File: src/rtl/int_dist.sv
// Purpose: distributes a word from the clocks[0] domain to every counter clock domain via a 4-phase req/ack handshake.
// Latency: out_wr[i] rises on the 3rd clocks[i] edge after req rises (edge N+3 for domain 0); done follows the full ack round trip.
// Backpressure: busy stays high for the whole transfer; an in_wr seen while busy drops the word and pulses overrun.
module int_dist #(
  parameter int CTR_NUMBER = 1,
  parameter int DATA_W     = 10
) (
  input  logic [CTR_NUMBER-1:0] clocks,
  input  logic                  rst,
  input  logic [DATA_W-1:0]     in_data,
  input  logic                  in_wr,
  output logic                  busy,
  output logic                  done,
  output logic                  overrun,
  output logic [DATA_W-1:0]     out_data [CTR_NUMBER],
  output logic [CTR_NUMBER-1:0] out_wr
);

  typedef enum logic [1:0] {IDLE, REQ, REL, DONE} state_t;

  state_t                  state;
  logic [DATA_W-1:0]       hold;
  logic                    req;
  logic [CTR_NUMBER-1:0]   ack;
  logic [CTR_NUMBER-1:0]   ack_m;
  logic [CTR_NUMBER-1:0]   ack_s;

  // Master handshake FSM; hold only changes in IDLE so it is stable while any domain may sample it.
  always_ff @(posedge clocks[0] or negedge rst) begin
    if (!rst) begin
      state <= IDLE;
      hold  <= '0;
      req   <= 1'b0;
      busy  <= 1'b0;
      done  <= 1'b0;
    end else begin
      case (state)
        IDLE: begin
          if (in_wr) begin
            hold  <= in_data;
            req   <= 1'b1;
            busy  <= 1'b1;
            state <= REQ;
          end
        end
        REQ: begin
          if (&ack_s) begin
            req   <= 1'b0;
            state <= REL;
          end
        end
        REL: begin
          if (~|ack_s) begin
            done  <= 1'b1;
            state <= DONE;
          end
        end
        DONE: begin
          done  <= 1'b0;
          busy  <= 1'b0;
          state <= IDLE;
        end
        default: begin
          req   <= 1'b0;
          busy  <= 1'b0;
          done  <= 1'b0;
          state <= IDLE;
        end
      endcase
    end
  end

  // Flag a write that arrived while a transfer (including its DONE cycle) was still in progress.
  always_ff @(posedge clocks[0] or negedge rst) begin
    if (!rst) begin
      overrun <= 1'b0;
    end else begin
      overrun <= in_wr & (state != IDLE);
    end
  end

  // Bring every destination's ack level back into the master domain.
  always_ff @(posedge clocks[0] or negedge rst) begin
    if (!rst) begin
      ack_m <= '0;
      ack_s <= '0;
    end else begin
      ack_m <= ack;
      ack_s <= ack_m;
    end
  end

  for (genvar i = 0; i < CTR_NUMBER; i++) begin : g_dst
    logic [1:0]        req_s;
    logic              req_d;
    logic              wr_r;
    logic [DATA_W-1:0] data_r;

    // Synchronize req, capture hold on its rising edge and strobe the local write once.
    always_ff @(posedge clocks[i] or negedge rst) begin
      if (!rst) begin
        req_s  <= '0;
        req_d  <= 1'b0;
        wr_r   <= 1'b0;
        data_r <= '0;
      end else begin
        req_s <= {req_s[0], req};
        req_d <= req_s[1];
        if (req_s[1] & ~req_d) begin
          data_r <= hold;
          wr_r   <= 1'b1;
        end else begin
          wr_r   <= 1'b0;
        end
      end
    end

    assign ack[i]      = req_s[1];
    assign out_wr[i]   = wr_r;
    assign out_data[i] = data_r;
  end

endmodule
File: config.mk
export PLATFORM = sky130hd
export DESIGN_NAME = int_dist
export DESIGN_NICKNAME = d
export VERILOG_FILES = /design/src/rtl/int_dist.sv
export SDC_FILE = /design/constraint.sdc
export NUM_CORES = 1
export LEC_CHECK = 0
export CAP_MARGIN = 0
export CORE_MARGIN = 2
export CORE_UTILIZATION = 48
export DETAILED_ROUTE_END_ITERATION = 10
export GPL_TIMING_DRIVEN = 1
export PLACE_DENSITY = 0.76
export SETUP_SLACK_MARGIN = 0.1
export SLEW_MARGIN = 20
export SYNTH_ARGS = -nofsm -noshare
export SYNTH_HDL_FRONTEND = slang
export SYNTH_SLANG_ARGS = --single-unit
File: constraint.sdc
create_clock -name clocks -period 1.9 [get_ports clocks]
set_input_delay 0.19 -clock clocks [delete_from_list [all_inputs] [get_ports clocks]]
set_output_delay 0.19 -clock clocks [all_outputs]
set_load 0.05 [all_outputs]
Word level (Yosys, flattened, before mapping)
Cells that the tools add are included.

Flip-flop bits (word level): 31. Output and inout bits: 14. ROM bits: 0. Input bits: 13. Latch bits: 0. Memories kept: 0. Bits in writable memories: 0.

Reductions and logical operators: 10. Bitwise operators: 3. Div/mod/pow operators: 0. $lt $le $gt $ge: 0. Eq/ne operators: 6. $add $sub $neg: 0. Multiplexer cells: 11. Shift operators: 0. Multiply operators: 0.

Operators with widths (number): $pmux 2 s4 (1); $reduce_bool 2->1 (4); $mux 2 (3); $ne 2x2->1 const B (3); $pmux 1 s2 (3); $reduce_and 2->1 (3); $reduce_and 3->1 (2); $eq 2x2->1 const B (2); $mux 1 (4); $and 1x1->1 (2); $eq 2x1->1 const B (1); $logic_not 2->1 (1); $not 1->1 (1).

Depth between registers and ports, before layout
Depth after elaboration: 3. Depth in mapped cells: 5. Depth with buffers taken out: 5.

Worst setup path before layout
No wires, ideal clock.

Path type: register to register. Start: reg state[0]. End: reg state[1]. Cell stages (with the launch flop): 6. Clock period less this slack: 1437 ps. Setup slack: 463 ps. Data arrival time: 1312 ps. Required time: 1775 ps. Cell sequence: dfrtp_1 -> inv_1 -> ha_1 -> or2b_4 -> nand3_2 -> mux2_4.

Longest elaborated chain between the ends: 3. Elaborated cells between the ends (all ways): 9. Classes of those cells: 6 x eq/ne; 1 x mux; 2 x reduce/logical.

RTL lines: start: declaration (line 21) `state_t state;`; start signal: assignment (line 31) `state <= IDLE;`; start signal: assignment (line 43) `state <= REQ;`; start signal: assignment (line 49) `state <= REL;`; $eq 2x1->1, or another cell as far along (line 37) `case (state)`; $ne 2x2->1 (no source line); $reduce_and 3->1 (no source line).

Parallel ways exist; a longest one is shown, timed or not. A chain may end at the register's enable or synchronous reset.

Worst setup path in the final report
Start: reg done. End: out done.

RTL lines: start: declaration (line 13) `output logic done,`; start signal: assignment (line 35) `done <= 1'b0;`; start signal: assignment (line 54) `done <= 1'b1;`; start signal: assignment (line 59) `done <= 1'b0;`.

No word-level cell between the ends.

==> results.sh <==
export IMPL_p_int_uw=997
export IMPL_first_pass_iters=2
export IMPL_cp_end_kind="primary output"
export IMPL_cp_max_fo=3
export IMPL_seq_power_share_pct=53.3
export IMPL_num_antenna_cells=0
export IMPL_final_cell_mix="dfrtp_1 (31), clkdlybuf4s50_1 (26), mux2_2 (21)"
export IMPL_die_width_um=54.6
export IMPL_numCtsBuffers=5
export IMPL_pwr_share_clk_pct=42.9
export IMPL_critPathLaunchType="flop"
export IMPL_min_period_ns=1.71
export IMPL_vias=698
export IMPL_setup_violations=0
export IMPL_critical_path_max_stage_delay_ns=0.81
export IMPL_fin_crit_sh_pct=90.1
export IMPL_nNetsFinal=130
export IMPL_tightest_slew_ns=0.501
export IMPL_dr_first_iter_drc_count=2
export IMPL_ant_nets=0
export IMPL_cts_resized=0
export IMPL_antenna_found_initial=0
export IMPL_critPathArrivalTime_ns=1.52
export IMPL_mostFrequentLayoutCell="dfrtp_1"
export IMPL_power_density_mw_per_mm2=769
export IMPL_swShare_pct=19.5
export IMPL_synthesis_nets=97
export IMPL_p_leak_nw=0.794
export IMPL_clock_sinks=31
export IMPL_ioPinCount=27
export IMPL_drv_slew=0
export IMPL_initial_utilization_pct=50.1
export IMPL_min_path_type="in -> async"
export IMPL_crit_path_top_delay_cell="clkdlybuf4s50_1"
export IMPL_fp_dieH_um=54.6
export IMPL_slew_headroom_pct=66.5
export IMPL_areaGrowthSynthToFinish_pct=30.9
export IMPL_num_rows=18
export IMPL_status="completed"
export IMPL_pre_cts_ws_ns=0.364
export IMPL_path_cells="clkdlybuf4s50_1"
export IMPL_dp_cells=135
export IMPL_drt_wl_total_mm=1.99
export IMPL_max_freq_ghz=0.584
export IMPL_syn_area_sq_mm=0.00123
export IMPL_drcViolationCount=0
export IMPL_irDropWorstVdd_v=0.00108
export IMPL_wl_per_cell_um=13.9
export IMPL_synth_top_area_share_pct=63.1
export IMPL_syn_avg_cell_area_sq_um=15.6
export IMPL_layout_setup_ws_ns=0.189
export IMPL_p_comb_share_pct=3.8
export IMPL_required_ns=1.71
export IMPL_hold_violations=0
export IMPL_postLayoutCellArea_sq_mm=0.00161
export IMPL_yosys_warnings=0
export IMPL_finalWeightedCongestion=0.659
export IMPL_fin_cells=143
export IMPL_grt_pass1_vias=698
export IMPL_ys_types=19
export IMPL_rsz0062_at_grt="false"
export IMPL_path_clk_slew_ns=0.10
export IMPL_cts_max_path_buffers=2
export IMPL_drive_gt1_share_pct=31.0
export IMPL_maxCapViolCount=0
export IMPL_finClkSkew_ns=0.0116
export IMPL_cts_tree="done"
export IMPL_root_buffer="clkbuf_4"
export IMPL_hold_ws_ns=0.247
export IMPL_ys_seq_area_share_pct=63.1
export IMPL_criticalPathCategory="reg -> out"
export IMPL_cts_setup_buffers=0
export IMPL_switchingPower_uw=241
export IMPL_path_buf_inv=1
export IMPL_track_usage_pct=16.0
export IMPL_core_area_sq_mm=0.00245
export IMPL_yosysTopAreaCell="dfrtp_1"
export IMPL_synthTopCellsByArea="dfrtp_1 (63%), mux2_2 (19%), ha_1 (5.1%)"
export IMPL_syn_inst=79
export IMPL_holdBufCountCts=0
export IMPL_cpLargestDelayFamily="buffers and inverters"
export IMPL_grt_max_degree=32
export IMPL_port_buffers=26
export IMPL_placed_cell_area_sq_mm=0.00152
export IMPL_grt_pass1_wl_mm=3.14
export IMPL_viasPerCell=4.88
export IMPL_insertion_delay_ns=0.32
export IMPL_htree_levels=2
export IMPL_dp_hpwl_mm=1.45
export IMPL_dieArea_sq_mm=0.00298
export IMPL_finalSetupTns_ns=0
export IMPL_ys_ff_latch=31
export IMPL_overflow=0
-- power groups by stage --
stage / registers (mW) / clock network, mW / logic [mW]
2_1_floorplan: 0.678 / 0 / 0.00234
3_3_place_gp: 0.674 / 0 / 0.0481
3_5_place_dp: 0.674 / 0 / 0.0488
4_1_cts: 0.661 / 0.552 / 0.0490
5_1_grt: 0.661 / 0.580 / 0.0530
6_report: 0.660 / 0.531 / 0.0473
-- registers in the layout (all words and copies together) (netlist names) --
signal and cells:
out_data 10, ack_s 1, state 2, done 1, out_wr 1, busy 1, overrun 1, g_dst.req_s 2
req 1, hold 10, g_dst.req_d 1
-- Yosys cell counts, drive strengths merged --
cell type and instances:
nand2b 2, o2bb2ai 1, nor2b 1, o21ai 1, a21oi 1, inv 4
mux2 22, ha 5, dfrtp 31, nand2 4, a32oi 1, buf 1
or2b 1, nand3 1, nor2 1, a22o 2
-- cells by family (layout without fill, tap and decap cells) --
group | count (synthesis) | in the layout | share of synthesized area, %
buf+inv | 5 | 39 | 2.14
mux | 22 | 22 | 20.4
fa+ha+maj | 5 | 5 | 5.09
simple gates | 10 | 10 | 5.60
flops | 31 | 31 | 63.1
compound gates | 6 | 6 | 3.66
-- worst paths after layout --
kind | from | depth (start not counted) | slack (ns) | to
worst max-delay path | done | 1 | 0.19 | done
worst max register to register | state[0] | 5 | 0.33 | state[1]
worst min-delay path | rst | 2 | 0.25 | out_data[8]
worst min register to register | g_dst[0].req_s[0] | 0 | 0.36 | g_dst[0].req_s[1]
max in group asynchronous | rst | 2 | 1.37 | g_dst[0].req_s[0]
min in group clocks | g_dst[0].req_s[0] | 0 | 0.36 | g_dst[0].req_s[1]
-- stage by stage --
| step | util (%) | power, mW |
|---|---|---|
| floorplan | - | 0.680 |
| global placement | 62.1 | 0.722 |
| detailed placement | 62.1 | 0.722 |
| CTS | 65.6 | 1.26 |
| global route | 65.6 | 1.29 |
| finish | 65.6 | 1.24 |
-- per-layer routing --
layer | vias up | wire length, um | global-route usage (%)
li1 | 336 | - | -
met2 | 21 | 954 | 24.8
met4 | 0 | 14 | 7.50
met5 | - | 0 | 0
met3 | 2 | 109 | 7.65
met1 | 339 | 910 | 18.7
-- area by class of cell --
| type | count | area [sq um] |
|---|---|---|
| Fill cell | 191 | 845 |
| Sequential cell | 31 | 776 |
| Multi-Input combinational cell | 43 | 428 |
| Timing Repair Buffer | 27 | 268 |
| Clock buffer | 6 | 51.3 |
| Tap cell | 30 | 37.5 |
| Clock inverter | 2 | 35.0 |
| Inverter | 4 | 15.0 |
No activity file was read; power rests on OpenSTA's default activity.
